### src/rtl/mul_unit.sv
// ============================================================================
//  Module      : mul_unit
//  Description : Iterative signed multiplier. Operand magnitudes are latched,
//                multiplied with a fixed-length radix-2 shift-add loop and the
//                sign is re-applied to the final product.
//  Revision    : 1.0 - initial release
// ============================================================================
`default_nettype none

module mul_unit #(
  parameter int DATA_W = 32
) (
  input  logic                clk_i,
  input  logic                rst_i,
  input  logic                start_i,
  input  logic [DATA_W-1:0]   src1_i,
  input  logic [DATA_W-1:0]   src2_i,
  output logic                busy_o,
  output logic                done_o,
  output logic [2*DATA_W-1:0] prod_o
);

  // The iteration counter is fixed at 6 bits; the last step index depends on DATA_W.
  localparam logic [5:0] LAST_CNT = 6'(DATA_W - 1);

  typedef enum logic [1:0] {
    IDLE = 2'd0,
    CALC = 2'd1,
    DONE = 2'd2
  } state_t;

  state_t state;
  state_t next_state;

  logic [DATA_W-1:0]   mcand;     // |src1| latched at start
  logic [DATA_W-1:0]   mplier;    // |src2|, shifted out; low half of accumulator
  logic [DATA_W:0]     acc_hi;    // upper accumulator half including carry bit
  logic                sign;
  logic [5:0]          cnt;

  logic [DATA_W-1:0]   abs1;
  logic [DATA_W-1:0]   abs2;
  logic [DATA_W-1:0]   addend;
  logic [DATA_W:0]     sum;
  logic [2*DATA_W:0]   next_acc;
  logic [2*DATA_W-1:0] mag_prod;
  logic                last_step;

  // Magnitudes: the most-negative value maps to 2^(DATA_W-1) as an unsigned number.
  assign abs1 = src1_i[DATA_W-1] ? -src1_i : src1_i;
  assign abs2 = src2_i[DATA_W-1] ? -src2_i : src2_i;

  // One shift-add step: conditionally add the multiplicand to the upper half,
  // then shift the whole {carry, upper, multiplier} accumulator right by one.
  assign addend    = mplier[0] ? mcand : '0;
  assign sum       = acc_hi + {1'b0, addend};
  assign next_acc  = {1'b0, sum, mplier[DATA_W-1:1]};
  assign mag_prod  = next_acc[2*DATA_W-1:0];
  assign last_step = (cnt == LAST_CNT);

  // State register.
  always_ff @(posedge clk_i) begin
    if (rst_i) begin
      state <= IDLE;
    end else begin
      state <= next_state;
    end
  end

  // Next-state and status outputs; busy only in CALC, done only in DONE.
  always_comb begin
    next_state = state;
    busy_o     = 1'b0;
    done_o     = 1'b0;
    case (state)
      IDLE: begin
        if (start_i) begin
          next_state = CALC;
        end
      end
      CALC: begin
        busy_o = 1'b1;
        if (last_step) begin
          next_state = DONE;
        end
      end
      DONE: begin
        done_o     = 1'b1;
        next_state = IDLE;
      end
      default: begin
        next_state = IDLE;
      end
    endcase
  end

  // Datapath: latch operands on accept, iterate in CALC, load the signed product on the last step.
  always_ff @(posedge clk_i) begin
    if (rst_i) begin
      mcand  <= '0;
      mplier <= '0;
      acc_hi <= '0;
      sign   <= 1'b0;
      cnt    <= '0;
      prod_o <= '0;
    end else begin
      case (state)
        IDLE: begin
          if (start_i) begin
            mcand  <= abs1;
            mplier <= abs2;
            sign   <= src1_i[DATA_W-1] ^ src2_i[DATA_W-1];
            acc_hi <= '0;
            cnt    <= '0;
          end
        end
        CALC: begin
          acc_hi <= next_acc[2*DATA_W:DATA_W];
          mplier <= next_acc[DATA_W-1:0];
          cnt    <= cnt + 6'd1;
          if (last_step) begin
            prod_o <= sign ? -mag_prod : mag_prod;
          end
        end
        default: begin
        end
      endcase
    end
  end

endmodule

`default_nettype wire

### config.mk
export PLATFORM = sky130hd
export DESIGN_NAME = mul_unit
export DESIGN_NICKNAME = d
export VERILOG_FILES = /design/src/rtl/mul_unit.sv
export SDC_FILE = /design/constraint.sdc
export NUM_CORES = 1
export LEC_CHECK = 0
export ABC_AREA = 1
export BUFFER_PORTS_ARGS = -buffer_cell sky130_fd_sc_hd__buf_2
export CAP_MARGIN = 15
export CORE_AREA = 2 2 148 150
export CTS_CLUSTER_DIAMETER = 120
export CTS_CLUSTER_SIZE = 28
export DETAILED_ROUTE_END_ITERATION = 12
export DIE_AREA = 0 0 150 152
export GPL_TIMING_DRIVEN = 0
export MAX_ROUTING_LAYER = met4
export PLACE_DENSITY = 0.92
export SLEW_MARGIN = 25
export SYNTH_ARGS = -nofsm -noshare
export SYNTH_HDL_FRONTEND = slang
export SYNTH_SLANG_ARGS = --single-unit
export TNS_END_PERCENT = 100
### constraint.sdc
create_clock -name clk_i -period 4.2 [get_ports clk_i]
set_clock_uncertainty 0.15 [all_clocks]
set_input_delay 0.84 -clock clk_i [delete_from_list [all_inputs] [get_ports clk_i]]
set_output_delay 0.84 -clock clk_i [all_outputs]
set_load 0.05 [all_outputs]
==> impl_results.md <==
* Post-route cell area at around 14,000 µm²
* Core region area at around 21,000 µm²
* Top Ports at about 130
* Transition time of the tightest slew-check pin at between 0.9 and 1 ns
* FMAX at approximately 0.27 GHz
* Ratio of cells with drive above 1 in the final layout at 0.1172
* Final Hold Fails at 0
* Maxcap violations at 0
* Die Outline Area at between 20,000 and 25,000 µm²
* FF-to-FF End: prod_o[59]$_SDFFE_PP0P_
* Tmin final at 3.714 ns
* Gr usage total at 0.3823
* Filler cells at roughly 2,000
* Skew-Pair Late Insertion Delay at ~0.45 ns
* Final Util at 0.6607
* Post-cts resize count at 0
* Max-slew violations at 0
* Initial drt markers at roughly 1,500
* Ys flop type: dfxtp_1
* Unrepaired setup endpoints after global routing: no
* TritonCTS Sinks at between 150 and 200
* Worst Setup Path Type: reg -> reg
* Hold Buf Count CTS at 0
* Critical Path Source: mplier[0]$_SDFFE_PP0P_
* Area after DPL at approximately 14,000 µm²
* Post-CTS Setup Bufs at 0
* Setup TNS at 0 ns
* Slowest stage delay, CP at 0.56 ns
* Antenna Diode Count at 0
* Largest net degree at the start of global routing at 19
* R2R depth at 22
* Final ANT Viol Nets at 0
* Routed via count at roughly 14,000
* Average size of a mapped cell at roughly 6 µm²
* CTS Buffer Depth at 2
* Sequential power share at 0.423
* Nets at 2,335
* Status: finished, final reports clean
* WP depth at 22
* CTS tree: yes
* CP max-delay cell: fa_1
* Most common cell after layout, fill and taps aside: nand2_1
* Syn Nets at roughly 2,200
* Combinational power share at 0.192
* Die span in x at around 150 µm
* TritonCTS buffer count at 17
* Sw Ratio at 0.3379
* Die H at ~150 µm
* Async SR Flop Fraction at 0
* Initial antenna violation count at 0
* DRC Markers at 0
* Critical path arrival at 3.91 ns
* Max transition margin at 0.3442
* Synth cell types at 55
* Port buffer count at between 100 and 150
* Crit path top cell by count: nand2_1
* Drt wl/cell at 16.95 µm
* Cell total after placement at roughly 2,500
* Worst vdd ir at 0.2769 mV
* Finished Layout Cells at 2,524
* GP Congestion at between 1 and 1.5
* CP Launch Type: flip-flop
* Drt total wl at between 40 and 50 mm
* Post-Syn Area at roughly 13,000 µm²
* P_leak at between 0.007 and 0.008 µW
* Clock root buffer: clkbuf_16
* Clock share of power at 0.385
* Initial core utilization at 0.5869
* Worst min path class: reg -> reg
* Site row count at 54
* Post-DP HPWL at ~34 mm
* FF-to-FF Start: mplier[0]$_SDFFE_PP0P_
* CTS H-tree depth at 4
* Post-synth EDFFs at 0
* P_sw at about 1400 µW
* Vias in the first global route at ~13,000
* Crit-path cells: clkbuf_1 -> clkbuf_1 -> nand2_1 -> inv_1 -> ha_1 -> fa_1 -> inv_1 -> nand4_1 -> inv_1 -> nand2_1 -> nor3_1 -> nand2_1 -> nor2_1 -> nand2_1 -> nor2_2 -> nand2_1 -> nand2_2 -> nand2_1 -> nand2_1 -> nand3_1 -> nand2_1 -> inv_1
* Critical Path End Type: flip-flop
* P per Cell Area at between 200 and 300 nW/µm²
* Initial DRT Pass Iterations at 6
* Reg-to-reg slack, setup at approximately 0.5 ns
* Hold slack at roughly 0.32 ns
* CP top delay family: simple AND/OR/NAND/NOR gates
* Seq/Total Area, Yosys at 0.2700
* Crit path to: prod_o[59]$_SDFFE_PP0P_
* Buf/Inv on CP at 6
* Cells after Synth at 2,082
* Internal power at 2700 µW
* Clock Pin Slew Worst Setup and Hold Paths at 0.08 ns
* Vias per cell at 5.723
* Commonest non-fill, non-tap cells in the layout: nand2_1, inv_1, nor2_1
* # setup viols final at 0
* Count of state elements after synthesis at 169
* Number of synthesis warnings at 0
* GRT Residual Overflow at 0
* First-pass GRT wire length at ~67 mm
* Area grow syn2layout at 12.58%
* Worst EP required at 4.40 ns
* Final Cycle Share at 0.8844
* Critical-path maximum fanout at 10
[cell families after synthesis]
family / count (synthesis) / share of synthesized area
simple gates: 1086 / 0.3727
buf+inv: 394 / 0.1249
compound gates: 345 / 0.1592
flops: 169 / 0.2700
xor+xnor: 51 / 0.03565
fa+ha+maj: 37 / 0.03754
[synth_stat cells (6+ instances only)]
| master | n | area share |
|---|---|---|
| nand4_1 | 26 | 0.013 |
| nor2_1 | 181 | 0.054 |
| nor3_1 | 19 | 0.0076 |
| xor2_1 | 39 | 0.027 |
| a21oi_1 | 141 | 0.056 |
| o21ai_0 | 90 | 0.036 |
| clkbuf_1 | 48 | 0.014 |
| inv_1 | 311 | 0.093 |
| ha_1 | 36 | 0.036 |
| o21ai_1 | 6 | 0.0024 |
| nor3_2 | 6 | 0.0048 |
| nand2_1 | 634 | 0.19 |
| a22oi_1 | 14 | 0.0084 |
| buf_1 | 11 | 0.0033 |
| dfxtp_1 | 169 | 0.27 |
| nor2_2 | 23 | 0.011 |
| o221ai_1 | 16 | 0.011 |
| nand3b_1 | 12 | 0.0072 |
| clkbuf_8 | 6 | 0.0066 |
| xnor2_1 | 12 | 0.0084 |
| nand3_1 | 122 | 0.049 |
| nand2_2 | 30 | 0.015 |
| nand3_2 | 7 | 0.0056 |
| nor4_1 | 8 | 0.0040 |
| inv_2 | 6 | 0.0018 |
| o211ai_1 | 18 | 0.011 |
| or2_2 | 6 | 0.0030 |
| buf_2 | 6 | 0.0024 |
| o21a_1 | 13 | 0.0078 |
| a31oi_1 | 27 | 0.013 |
[state kept, by name (all words and copies together), names as in the netlist]
name / flops
sign: 1
prod_o: 64
mplier: 32
acc_hi: 32
mcand: 32
cnt: 6
state: 2
[metal layers]
layer / share of wire / vias to the layer above / wire (µm) / global-route usage
met2: 0.43 / 902 / 18400 / 0.5814
met3: 0.11 / 183 / 4841 / 0.07778
met1: 0.40 / 6386 / 17010 / 0.4795
met5: 0 / - / 0 / -
met4: 0.059 / 0 / 2522 / 0.1923
li1: - / 6975 / - / -
[cell type report]
cell class	count	area [µm²]	area share
tap	280	350.3	0.02483
sequential	169	3383	0.2398
clock buffer	17	425.4	0.03016
timing repair buffer	130	650.6	0.04612
buffer	74	364.1	0.02581
inverter	320	1201	0.08514
multi-input combinational	1519	7582	0.5375
clock inverter	15	150.1	0.01064
[per-stage QoR]
step	setup WS, ns	power, µW
floorplan	1.147	2258
global placement	0.6608	2486
detailed placement	0.5664	2505
CTS	0.5516	4032
global route	0.1350	4207
finish	0.4857	4078
[worst register-to-register path, cell delays in order (launching register included)]
cell      delay [ns]
dfxtp_1         0.32
clkbuf_1        0.23
clkbuf_1        0.34
nand2_1         0.09
inv_1           0.06
ha_1            0.23
fa_1            0.56
inv_1           0.17
nand4_1         0.15
inv_1           0.08
nand2_1         0.05
nor3_1          0.17
nand2_1         0.13
nor2_1          0.15
nand2_1         0.11
nor2_2          0.18
nand2_1         0.09
nand2_2         0.10
nand2_1         0.06
nand2_1         0.05
nand3_1         0.06
nand2_1         0.06
inv_1           0.03
[worst min-delay path by stage]
stage	start	end	slack, ns	cells past startpoint
2_1_floorplan	mplier[1]$_SDFFE_PP0P_	prod_o[0]$_SDFFE_PP0P_	0.29	2
3_3_place_gp	acc_hi[0]$_SDFFE_PP0P_	acc_hi[0]$_SDFFE_PP0P_	0.31	2
3_5_place_dp	prod_o[3]$_SDFFE_PP0P_	prod_o[3]$_SDFFE_PP0P_	0.31	2
4_1_cts	prod_o[3]$_SDFFE_PP0P_	prod_o[3]$_SDFFE_PP0P_	0.32	2
5_1_grt	acc_hi[12]$_SDFFE_PP0P_	acc_hi[12]$_SDFFE_PP0P_	0.33	2
6_report	prod_o[4]$_SDFFE_PP0P_	prod_o[4]$_SDFFE_PP0P_	0.32	2
[power groups by stage]
stage / combinational, µW / sequential, µW / clock (µW)
finish: 782 / 1730 / 1570
floorplan: 524 / 1730 / 0
global placement: 732 / 1750 / 0
detailed placement: 748 / 1760 / 0
CTS: 756 / 1720 / 1560
global route: 857 / 1730 / 1620
Power figures use the tool's default switching activity.
